### config.mk
export PLATFORM = sky130hd
export DESIGN_NAME = soil_rain_solar_adc_scanner
export DESIGN_NICKNAME = d
export VERILOG_FILES = /design/src/rtl/soil_rain_solar_adc_scanner.sv
export SDC_FILE = /design/constraint.sdc
export NUM_CORES = 1
export LEC_CHECK = 0
export ABC_AREA = 1
export CAP_MARGIN = 15
export CORE_UTILIZATION = 40
export CTS_CLUSTER_DIAMETER = 100
export DETAILED_ROUTE_END_ITERATION = 12
export GPL_ROUTABILITY_DRIVEN = 0
export PLACE_DENSITY = 0.65
export SKIP_LAST_GASP = 1
export SLEW_MARGIN = 20
export SYNTH_ARGS = -nofsm -noshare
export SYNTH_HDL_FRONTEND = slang
export SYNTH_SLANG_ARGS = --single-unit
### constraint.sdc
create_clock -name clk -period 4.35 [get_ports clk]
set_clock_uncertainty 0.1 [all_clocks]
set_input_delay 0.435 -clock clk [delete_from_list [all_inputs] [get_ports clk]]
set_output_delay 0.435 -clock clk [all_outputs]
set_load 0.05 [all_outputs]
### src/rtl/soil_rain_solar_adc_scanner.sv
// soil_rain_solar_adc_scanner
// Scans the soil, rain and solar channels of an ADC128S022-style SPI ADC.
// Each channel is averaged over 2^AVG_LOG2 conversions. The three 8-bit
// means are published together as {solar, rain, soil} with a one-cycle
// data_valid strobe.
//
// state | meaning
// ------+------------------------------------------------------------
// IDLE  | waiting for enable; chip select high, SCLK idle high
// START | chip select low, SCLK high for one half-period before bit 15
// SHIFT | 16 SCLK periods: drive DIN on the fall, sample DOUT on the rise
// STORE | chip select high for one half-period; frame result accumulated
// GAP   | inter-scan idle time, then rescan or fall back to IDLE
//
// The ADC answers one frame late: the address sent in frame k selects
// the conversion returned in frame k+1. A scan is therefore 3N+1 frames.
// Frame 0's returned data is junk, and frame 3N carries a dummy address.

module soil_rain_solar_adc_scanner #(
    parameter int CLK_DIV  = 25,
    parameter int AVG_LOG2 = 2,
    parameter int SOIL_CH  = 0,
    parameter int RAIN_CH  = 1,
    parameter int SOLAR_CH = 2,
    parameter int SCAN_GAP = 1000
) (
    input  logic        clk,
    input  logic        reset_n,
    input  logic        enable,
    output logic        adc_cs_n,
    output logic        adc_sclk,
    output logic        adc_din,
    input  logic        adc_dout,
    output logic [23:0] data_out,
    output logic        data_valid,
    output logic        busy
);

    localparam int N_CONV = 3 << AVG_LOG2;
    localparam int FW     = $clog2(N_CONV + 1);
    localparam int AW     = 12 + AVG_LOG2;
    localparam int GW     = (SCAN_GAP > 1) ? $clog2(SCAN_GAP) : 1;

    localparam logic [7:0]    DIV_LOAD   = 8'(CLK_DIV - 1);
    localparam logic [GW-1:0] GAP_LOAD   = GW'(SCAN_GAP - 1);
    localparam logic [FW-1:0] LAST_FRAME = FW'(N_CONV);
    localparam logic [2:0]    SOIL_A     = 3'(SOIL_CH);
    localparam logic [2:0]    RAIN_A     = 3'(RAIN_CH);
    localparam logic [2:0]    SOLAR_A    = 3'(SOLAR_CH);

    typedef enum logic [2:0] {
        IDLE,
        START,
        SHIFT,
        STORE,
        GAP
    } state_t;

    state_t          state;
    logic [7:0]      div_cnt;
    logic [3:0]      bit_cnt;
    logic [FW-1:0]   frame_cnt;
    logic [GW-1:0]   gap_cnt;
    logic [15:0]     tx_sh;
    logic [11:0]     rx_sh;
    logic [AW-1:0]   acc_soil;
    logic [AW-1:0]   acc_rain;
    logic [AW-1:0]   acc_solar;

    // Channel group of a conversion index: 0 soil, 1 rain, 2 solar.
    function automatic logic [1:0] group_of(input logic [FW-1:0] conv);
        return 2'(conv >> AVG_LOG2);
    endfunction

    // DIN word sent in a given frame; the trailing frame carries soil as a dummy.
    function automatic logic [15:0] din_word(input logic [FW-1:0] frame);
        logic [2:0] addr;
        if (frame >= LAST_FRAME) begin
            addr = SOIL_A;
        end else begin
            case (group_of(frame))
                2'd0:    addr = SOIL_A;
                2'd1:    addr = RAIN_A;
                default: addr = SOLAR_A;
            endcase
        end
        return {2'b00, addr, 11'b0};
    endfunction

    // Scan sequencer: SPI framing, accumulation and atomic publish.
    always_ff @(posedge clk or negedge reset_n) begin
        if (!reset_n) begin
            state      <= IDLE;
            adc_cs_n   <= 1'b1;
            adc_sclk   <= 1'b1;
            adc_din    <= 1'b0;
            data_out   <= '0;
            data_valid <= 1'b0;
            busy       <= 1'b0;
            div_cnt    <= '0;
            bit_cnt    <= '0;
            frame_cnt  <= '0;
            gap_cnt    <= '0;
            tx_sh      <= '0;
            rx_sh      <= '0;
            acc_soil   <= '0;
            acc_rain   <= '0;
            acc_solar  <= '0;
        end else begin
            data_valid <= 1'b0;
            case (state)
                IDLE: begin
                    if (enable) begin
                        state     <= START;
                        busy      <= 1'b1;
                        adc_cs_n  <= 1'b0;
                        div_cnt   <= DIV_LOAD;
                        frame_cnt <= '0;
                        tx_sh     <= din_word('0);
                        acc_soil  <= '0;
                        acc_rain  <= '0;
                        acc_solar <= '0;
                    end
                end

                START: begin
                    if (div_cnt != 8'd0) begin
                        div_cnt <= div_cnt - 8'd1;
                    end else begin
                        state    <= SHIFT;
                        adc_sclk <= 1'b0;
                        adc_din  <= tx_sh[15];
                        tx_sh    <= {tx_sh[14:0], 1'b0};
                        bit_cnt  <= '0;
                        div_cnt  <= DIV_LOAD;
                    end
                end

                SHIFT: begin
                    if (div_cnt != 8'd0) begin
                        div_cnt <= div_cnt - 8'd1;
                    end else begin
                        div_cnt <= DIV_LOAD;
                        if (!adc_sclk) begin
                            // Rising SCLK: capture DOUT; only the low 12 bits survive.
                            adc_sclk <= 1'b1;
                            rx_sh    <= {rx_sh[10:0], adc_dout};
                        end else if (bit_cnt == 4'd15) begin
                            // Frame done; rx_sh has been complete since the last rise.
                            adc_cs_n <= 1'b1;
                            state    <= STORE;
                            if (frame_cnt != '0) begin
                                case (group_of(frame_cnt - FW'(1)))
                                    2'd0:    acc_soil  <= acc_soil  + AW'(rx_sh);
                                    2'd1:    acc_rain  <= acc_rain  + AW'(rx_sh);
                                    default: acc_solar <= acc_solar + AW'(rx_sh);
                                endcase
                            end
                        end else begin
                            adc_sclk <= 1'b0;
                            adc_din  <= tx_sh[15];
                            tx_sh    <= {tx_sh[14:0], 1'b0};
                            bit_cnt  <= bit_cnt + 4'd1;
                        end
                    end
                end

                STORE: begin
                    // Publish on the first STORE cycle of the last frame, one clk after CS rises.
                    if (div_cnt == DIV_LOAD && frame_cnt == LAST_FRAME) begin
                        data_out   <= {acc_solar[AW-1 -: 8], acc_rain[AW-1 -: 8],
                                       acc_soil[AW-1 -: 8]};
                        data_valid <= 1'b1;
                        busy       <= 1'b0;
                    end
                    if (div_cnt != 8'd0) begin
                        div_cnt <= div_cnt - 8'd1;
                    end else if (frame_cnt == LAST_FRAME) begin
                        state   <= GAP;
                        gap_cnt <= GAP_LOAD;
                    end else begin
                        state     <= START;
                        adc_cs_n  <= 1'b0;
                        frame_cnt <= frame_cnt + FW'(1);
                        tx_sh     <= din_word(frame_cnt + FW'(1));
                        div_cnt   <= DIV_LOAD;
                    end
                end

                GAP: begin
                    if (gap_cnt != '0) begin
                        gap_cnt <= gap_cnt - GW'(1);
                    end else if (enable) begin
                        state     <= START;
                        busy      <= 1'b1;
                        adc_cs_n  <= 1'b0;
                        div_cnt   <= DIV_LOAD;
                        frame_cnt <= '0;
                        tx_sh     <= din_word('0);
                        acc_soil  <= '0;
                        acc_rain  <= '0;
                        acc_solar <= '0;
                    end else begin
                        state <= IDLE;
                    end
                end

                default: state <= IDLE;
            endcase
        end
    end

endmodule

==> results of run 1 <==
-- worst max-delay path by stage --
stage | to | cells after the start | from
2_1_floorplan | acc_rain[6] | 12 | rx_sh[0]
3_5_place_dp | acc_rain[6] | 11 | state[2]
6_report | acc_rain[7] | 11 | state[2]
4_1_cts | acc_rain[7] | 11 | state[2]
5_1_grt | acc_rain[7] | 11 | state[2]
3_3_place_gp | acc_rain[7] | 11 | state[2]
-- final cells by class --
cell class              count  area [um2]
flip-flops and latches    117        2930
inverters                 135         507
well taps                 234         293
fillers                  1878        9850
multi-input cells         789        4070
clock buffers              20         437
clock inverters            12         203
repair buffers             36         348
-- power groups by stage --
stage                     clock network (mW)  logic, mW  registers (mW)
after floorplan                            0      0.737            1.28
after global placement                     0      0.941            1.29
after detailed placement                   0      0.953            1.29
after CTS                               1.57      0.958            1.27
after global routing                    1.60       1.09            1.28
final                                   1.54      0.949            1.27
-- synthesized netlist by cell type, drive strengths merged --
cell,number,area (um2)
nor2,85,352
xnor2,20,175
nand2,397,1500
nand3,89,473
nand4,18,119
or2,7,43.8
buf,11,70.1
nand3b,8,60.1
and2,2,12.5
xor2,11,96.3
inv,135,507
o32ai,1,8.76
a21oi,22,110
dfstp,2,52.6
nor3,8,50.1
a41oi,1,8.76
clkbuf,6,22.5
fa,3,60.1
ha,43,538
dfrtp,115,2880
mux2,11,124
o21ai,62,333
a31oi,1,6.26
-- placed cells by master, fill, tap and decap left out, drive strengths merged --
master	n
nand2	397
dfrtp	115
xnor2	20
or2	7
nand3	89
bufinv	5
a21oi	22
ha	43
nand3b	8
mux2	11
o21ai	62
clkdlybuf4s50	31
dfstp	2
buf	5
o32ai	1
clkbuf	20
a31oi	1
xor2	11
fa	3
inv	136
nor2	85
nor3	8
clkinvlp	4
a41oi	1
nand4	18
and2	2
clkinv	2
-- registers in the layout (all words and copies together) (netlist names), 5 cells and up --
| signal | cells |
|---|---|
| tx_sh | 5 |
| gap_cnt | 10 |
| acc_solar | 14 |
| acc_rain | 14 |
| data_out | 24 |
| div_cnt | 8 |
| rx_sh | 12 |
| acc_soil | 14 |
-- routing by layer --
metal	vias to the layer above	wire length [um]	track usage (%)	part of all wire, %
met5	-	0	0	0
met4	0	201	5.55	1.2
met3	21	518	3.37	3.1
met2	97	7550	30.6	45
met1	2962	8550	25.0	51
li1	3437	-	-	-
-- through the flow --
step                util [%]  hold WS (ns)  power, mW  area (um2)
finish                  47.1        0.0542       3.76        8790
global route            47.1         0.140       3.98        8790
CTS                     47.1        0.0870       3.80        8790
detailed placement      43.7         0.362       2.24        8150
global placement        43.7         0.359       2.23        8150
floorplan                  -        0.0394       2.02        7600
-- logic make-up after synthesis --
group | count (synthesis) | synth area share (%)
buffers and inverters | 152 | 7.88
and+or+nand+nor | 614 | 34.4
adders and majority gates | 46 | 7.87
muxes | 11 | 1.63
xor gates and xnor gates | 31 | 3.57
DFF | 117 | 38.5
AOI/OAI and AO/OA | 87 | 6.14
==> metrics.yaml, run 1 <==
timing:
  slew_headroom_pct: 38.8
  setup-violations-final: 0
  layout_min_cycle_time_ns: 2.70
  tns_ns: 0
  post-route-period-util_pct: 62.1
  fmax_mhz: 370
  rsz0062_at_grt: "no"
  setup_slack_ns: 1.65
  worst_pin_slew_ns: 0.918
  finalHoldViolations: 0
  drv_slew: 0
pwr:
  p_sw_mw: 1.29
  p_comb_share_pct: 25.2
  p_leak_nw: 4.59
  p_sw_share_pct: 34.3
  clockPowerShare_pct: 41.0
  p_per_area_nw_per_um2: 428
  peakVddDrop_mv: 0.278
  p_int_mw: 2.47
  seqPwrFrac_pct: 33.8
die:
  core_um2: 18600
  row_count: 50
  initial_utilization_pct: 40.8
  die_h_um: 140
  dieArea_um2: 19600
  die_w_um: 140
  io_pins: 33
yosys:
  synth_area_um2: 7600
  synth_seq_cells: 117
  synthDistinctLibCells: 34
  synth_fp_nets: 1108
  ys_warn_count: 0
  yosysSeqAreaShare_pct: 38.5
  syn_avg_cell_area_um2: 7.19
  syn_inst: 1058
global_route:
  grt_pass1_vias: 6283
  grt_overflow: 0
  grt_max_degree: 72
  antenna_found_initial: 0
  grt_pass1_wl_um: 29500
  grt_use_total_pct: 18.7
drt:
  avgRoutedWirePerCell_um: 12.5
  wl_um: 16800
  vias: 6517
  postRouteAntennaNets: 0
  detail_route.vias_per_cell: 4.85
  drcViolationCount: 0
  first_pass_iters: 5
  drtIter0Drc: 383
clocking:
  cts_setup_buffers: 0
  htreeDepth: 4
  cts_tree: "yes"
  clkLatencyLatePin_ns: 0.42
  max-clock-path-buffers: 2
  cts.sinks: 117
  cts-root-buf: "clkbuf_16"
  cts_buffers: 17
  clk_pin_slew_worst_paths_ns: 0.06
  ctsHoldBuffers: 0
  cts_resized: 0
critical_path:
  crit_fanout: 37
  critPathTopFamily: "buffers and inverters"
  cp-end-kind: "flip-flop"
  r2r_setup_slack_ns: 1.65
  crit_required_ns: 4.56
  cp_num_buf_inv: 4
  ff2ff_path_depth: 11
  rr_endpoint: "acc_rain[7]"
  path_class: "reg2reg"
  cp_slowest_stage_delay_ns: 0.41
  worstPathCellList: "inv_2 > nand2_2 > nor2_4 > buf_4 > inv_2 > o21ai_2 > nor2_4 > nand3_2 > inv_1 > nand2_1 > nand2_1"
  critPathLaunchType: "flip-flop"
  r2r_start: "state[2]"
  critPathSlowestCell: "dfrtp_1"
  cp.arrival_ns: 2.91
placed_design:
  dpl_worst_slack_ns: 1.64
  portBuffers: 32
  dp.final_hpwl_um: 12000
  dp.cells: 1311
flow_run:
  drv_cap: 0
finish:
  fin_cells: 1343
  areaGrowthSynthToFinish_pct: 15.6
  antenna_cells: 0
  final_nets: 1146
  drive_gt1_share_pct: 7.57
run_status:
  status: "complete, no violations"
hold_path:
  hp-class: "in2async"
(Power assumes the default switching activity.)
==> inputs of run 2 (changes only) <==
- clock period: 4.35 -> 2.68 ns (I/O delays scaled with it)
==> run 2 against run 1 <==
  * Total power rose by 64%
  * Worst hold slack better by 0.22 ns
  * Sequential share of layout area down 0.13 points
  * Clock-buffer cell count unchanged
  * Global-route usage is 0.16 points higher
  * Combinational power grew 66%
  * Sequential power grew 63%
  * Die area is the same
  * Critical path depth unchanged
  * Utilization grew 0.19 points
  * Routed wire length up 3.5%
  * Worst setup slack worse by 1.3 ns
  * Highest routed layer unchanged
==> metrics.yaml, run 2 (synthesized netlist as in run 1, its figures left out) <==
hold_path:
  hp-class: "in2async"
critical_path:
  crit_fanout: 18  # -51%
  critPathLaunch: "gap_cnt[0]"
  cp-endpoint: "div_cnt[3]"
  ff2ff_path_depth: 11  # unchanged
  critPathLaunchType: "flip-flop"
  cp-end-kind: "flip-flop"
  crit_cells: 11  # unchanged
  path_class: "reg2reg"
  critPathTopFamily: "simple AND/OR/NAND/NOR gates"
  critPathSlowestCell: "dfrtp_1"
  r2r_setup_slack_ns: 0.37  # -1.27 ns
  r2r_start: "gap_cnt[0]"
  cp_num_buf_inv: 2  # -2
  cp.arrival_ns: 2.51  # -0.40 ns
  crit_required_ns: 2.88  # -1.68 ns
  worstPathCellList: "inv_1 > ha_1 > nand2_1 > nor2_1 > nand3_1 > nand2_2 > nand2_2 > nor2_1 > inv_1 > o21ai_0 > nand2_1"
  cp_slowest_stage_delay_ns: 0.39  # -0.02 ns
  rr_endpoint: "div_cnt[3]"
drt:
  first_pass_iters: 5  # unchanged
  drcViolationCount: 0  # unchanged
  postRouteAntennaNets: 0  # unchanged
  avgRoutedWirePerCell_um: 13.0  # +3.4%
  vias: 6617  # +1.5%
  detail_route.vias_per_cell: 4.92  # +1.4%
  wl_um: 17400  # +3.5%
  drtIter0Drc: 479  # +25%
timing:
  fmax_mhz: 434  # +17%
  layout_min_cycle_time_ns: 2.31  # -0.396 ns
  finalHoldViolations: 0  # unchanged
  tns_ns: 0  # unchanged
  worst_pin_slew_ns: 0.610  # -0.308 ns
  drv_slew: 0  # unchanged
  slew_headroom_pct: 59.2  # +20 points
  post-route-period-util_pct: 86.0  # +24 points
  setup-violations-final: 0  # unchanged
  rsz0062_at_grt: "no"
global_route:
  antenna_found_initial: 0  # unchanged
  grt_max_degree: 78  # +8.3%
  grt_use_total_pct: 18.8  # +0.16 points
  grt_pass1_vias: 6249  # -0.54%
  grt_pass1_wl_um: 29600  # +0.44%
  grt_overflow: 0  # unchanged
finish:
  fin_cells: 1345  # +0.15%
  layout_common_cells: "nand2_1, inv_1, dfrtp_1"
  regMostFlops: "data_out"
  final_nets: 1149  # +0.26%
  largest_reg_flops: 24  # unchanged
  antenna_cells: 0  # unchanged
  fillers: 1849  # -1.5%
  mostFrequentLayoutCell: "nand2_1"
  drive_gt1_share_pct: 7.83  # +0.26 points
  final_cell_area_um2: 8820  # +0.40%
  areaGrowthSynthToFinish_pct: 16.1
placed_design:
  dp.final_hpwl_um: 12700  # +6.4%
  place_area_um2: 8180  # +0.34%
  dp.cells: 1313  # +0.15%
  portBuffers: 32  # unchanged
die:
  die_w_um: 140  # unchanged
  row_count: 50  # unchanged
  initial_utilization_pct: 40.8  # unchanged
  dieArea_um2: 19600  # unchanged
  die_h_um: 140  # unchanged
  io_pins: 33  # unchanged
  core_um2: 18600  # unchanged
clocking:
  cts-root-buf: "clkbuf_16"
  clk_pin_slew_worst_paths_ns: 0.06  # about the same
  htreeDepth: 4  # unchanged
  cts_buffers: 17  # unchanged
  max-clock-path-buffers: 2  # unchanged
  cts.sinks: 117  # unchanged
  cts_tree: "yes"
  clkLatencyLatePin_ns: 0.42  # about the same
  cts_resized: 0  # unchanged
pwr:
  peakVddDrop_mv: 0.427  # +53%
  p_leak_nw: 4.63  # +0.85%
  p_per_area_nw_per_um2: 697  # +63%
flow_run:
  drv_cap: 0  # unchanged
run_status:
  status: "complete, no violations"
==> run 2: layout make-up <==
type	count	area, um2	area share [%]
Clock buffer	20	457	5.18
Clock inverter	11	180	2.04
Inverter	135	507	5.74
Multi-Input combinational cell	789	4070	46.2
Sequential cell	117	2930	33.2
Tap cell	234	293	3.32
Timing Repair Buffer	39	385	4.37
==> run 2: metrics by stage <==
step	util (%)	hold slack [ns]	power (mW)	setup slack, ns
after floorplan	-	-0.128	3.28	0.819
after global placement	43.9	0.200	3.67	0.451
after global routing	47.3	0.337	6.48	0.0747
after CTS	47.3	0.292	6.19	0.374
after detailed placement	43.9	0.192	3.68	0.395
final	47.3	0.279	6.15	0.374
==> run 2: where the power goes <==
group,internal [mW],switching (mW),total (mW)
clock,1.68,0.816,2.50
sequential,1.92,0.149,2.07
combinational,0.461,1.12,1.58
total,4.06,2.09,6.15
==> run 2: worst min-delay path by stage <==
| stage | slack (ns) | startpoint | cells past startpoint | end |
|---|---|---|---|---|
| detailed placement | 0.19 | reset_n | 1 | data_out[1] |
| finish | 0.28 | reset_n | 2 | data_out[1] |
| CTS | 0.29 | reset_n | 2 | data_out[1] |
| global route | 0.34 | reset_n | 2 | data_valid |
| global placement | 0.20 | reset_n | 1 | data_valid |
| floorplan | -0.13 | reset_n | 0 | acc_rain[0] |
==> run 2: worst reg2reg max path: stages, from the launching register on <==
cell,delay [ns]
dfrtp_1,0.39
inv_1,0.16
ha_1,0.18
nand2_1,0.06
nor2_1,0.09
nand3_1,0.10
nand2_2,0.17
nand2_2,0.22
nor2_1,0.34
inv_1,0.16
o21ai_0,0.18
nand2_1,0.06
==> run 2: routing by layer <==
layer	GRT usage (%)	vias to the layer above	part of all wire (%)
li1	-	3434	-
met1	25.3	3057	50
met2	30.6	106	46
met3	3.27	20	2.7
met4	6.48	0	1.5
met5	0	-	0
==> run 2: what timing repair did <==
item | in CTS | in global routing
buffers inserted | 0 | 0
hold endpoints to repair | 40 | 0
hold buffers | 1 | 0
==> edit (config.mk and constraints of run 2) <==
`CLK_DIV`: 25 -> 12.
--- a/src/rtl/soil_rain_solar_adc_scanner.sv
+++ b/src/rtl/soil_rain_solar_adc_scanner.sv
@@ -19,3 +19,3 @@
 module soil_rain_solar_adc_scanner #(
-    parameter int CLK_DIV  = 25,
+    parameter int CLK_DIV  = 12,
     parameter int AVG_LOG2 = 2,
Function: same outputs for any inputs over 10 cycles, from zero or initial values and one cycle with reset_n low; that may be too few to reach the edited logic, so the function may still have changed.
==> edit against run 2 <==
- non-clock buffer count is 1 higher
- die area is 0.11% higher
- sequential share of layout area is 0.18 points higher
- largest power group unchanged
- synthesized cell count is 2.1% lower
- setup slack better by 90 ps
- highest routed layer unchanged
- worst hold slack worse by 35 ps
- power is 4.6% lower
- sequential cell count stayed put
- design area is 0.54% lower
- cell count is 1.6% lower
- routed wire length is 2.5% lower
- area after synthesis is 0.12% higher
- critical path type unchanged
==> edit: results (changes against run 2) <==
[outcome]
status=finished, final reports clean  ; unchanged

[global_route]
grt_max_degree=57  ; was 78
first_global_vias=6074  ; was 6249
grt_pass1_wl_um=29550  ; was 29610 µm
track_usage_pct=18.87  ; was 18.84%
antenna_found_initial=0  ; unchanged

[clock_network]
post_cts_buffers=0  ; unchanged
clkTransAtPathRegs_ps=60  ; about the same
htreeDepth=4  ; unchanged
clk_path_buf_depth=2  ; unchanged
clkLatencyLatePin_ps=420  ; about the same
cts_buffers=17  ; unchanged
root_buffer=clkbuf_16  ; unchanged

[drt]
firstDrtPassIters=7  ; was 5
vias=6465  ; was 6617
drtIter0Drc=479  ; unchanged
routedWlPerCell_um=12.82  ; was 12.95 µm
drt-total-wl_um=16980  ; was 17420 µm

[synthesis]
yosysSeqAreaShare_pct=38.50  ; was 38.55%
synth_cell_type_count=40  ; was 34
synth_common_cells=nand2_1 (375), inv_1 (122), dfrtp_1 (115)  ; was nand2_1 (392), inv_1 (130), dfrtp_1 (115)
synthArstFlopShare_pct=100.0  ; unchanged
syn_avg_cell_area_um2=7.347  ; was 7.186 µm²
yosysWarnings=0  ; unchanged
ys_top_cells_by_area=dfrtp_1 (38%), nand2_1 (18%), ha_1 (7.2%), inv_1 (6.0%), nand3_1 (5.1%)  ; was dfrtp_1 (38%), nand2_1 (19%), ha_1 (7.1%), inv_1 (6.4%), nand3_1 (5.6%)

[hold_path]
min_path_type=in -> async  ; unchanged

[layout]
regMostFlops=data_out  ; unchanged
finalNetCount=1128  ; was 1149
diodes=0  ; unchanged
largest_register_ffs=24  ; unchanged
drive_gt1_share_pct=9.358  ; was 7.831%
fill_cells=1846  ; was 1849

[placement]
dpl.hpwl_um=12340  ; was 12750 µm
dp.cells=1291  ; was 1313
io_buffers=32  ; unchanged

[power]
swShare_pct=35.63  ; was 33.96%
peakVddDrop_mv=0.5199  ; was 0.4266 mV
p_leak_nw=4.601  ; was 4.634 nW

[sta]
max_slew_margin_pct=62.78  ; was 59.22%

[critical_path]
worstPathArrival_ps=2450  ; was 2510 ps
rr_worst_depth=10  ; was 11
cp_max_fo=11  ; was 18

[edit: final timing paths]
path	start	end	slack [ps]
max	gap_cnt[0]	acc_solar[1]	460
min in group clk	data_out[2]	data_out[2]	370
min	reset_n	data_out[21]	240
min reg2reg	data_out[2]	data_out[2]	370
max reg2reg	gap_cnt[0]	acc_solar[1]	460
max in group asynchronous	reset_n	adc_sclk	1520
[edit: routing by layer]
metal	wire, µm	vias up	GRT usage [%]
met5	0	-	0
met4	192	0	5.205
met3	565	19	3.419
met2	7768	96	30.37
met1	8454	2955	26.02
li1	-	3395	-
[edit: cells by family (layout without fill, tap and decap cells)]
group | count (synthesis) | after routing | synth area share [%]
AND/OR/NAND/NOR | 579 | 579 | 32.60
buffers and inverters | 148 | 202 | 7.973
flip-flops | 117 | 117 | 38.50
AO/OA/AOI/OAI | 106 | 106 | 8.088
adder cells (fa/ha/maj) | 47 | 47 | 8.022
XOR/XNOR | 29 | 29 | 3.337
multiplexers | 10 | 10 | 1.480
[edit: what timing repair did]
| action | in CTS | in global routing |
|---|---|---|
| endpoints found under the setup margin | 0 | 0 |
| hold buffers | 1 | 0 |
| gates resized for setup | 0 | 0 |
| hold endpoints to repair | 31 | 0 |
[edit: power groups by stage]
stage | Clock [mW] | Combinational, mW | Sequential (mW)
after floorplan | 0 | 1.14 | 2.11
after global placement | 0 | 1.53 | 2.07
after detailed placement | 0 | 1.54 | 2.07
after CTS | 2.33 | 1.55 | 2.04
after global routing | 2.41 | 1.73 | 2.06
final | 2.29 | 1.53 | 2.04
[edit: worst max-delay path, cell delays in order (launching register included)]
cell and delay [ps]:
dfrtp_1 390, inv_1 160, ha_1 170, nand2_1 50
nor2_1 80, nand3_1 90, nand2_2 140, nand2_1 140
nor2_8 190, nand3_2 350, o21ai_0 270
[edit: final cells by class]
type / instances / area, µm² / share of cell area, %
Clock inverter: 13 / 146.4 / 1.668
Multi-Input combinational cell: 771 / 4074 / 46.41
Clock buffer: 19 / 452.9 / 5.160
Timing Repair Buffer: 40 / 392.9 / 4.476
Inverter: 130 / 488.0 / 5.560
Sequential cell: 117 / 2930 / 33.39
Tap cell: 234 / 292.8 / 3.336
[edit: per-stage QoR]
step                      area, µm²  setup WS [ps]
final                          8777          464.4
after global routing           8777          299.2
after CTS                      8777          447.8
after detailed placement       8168          462.1
after global placement         8168          521.4
after floorplan                7611          828.9
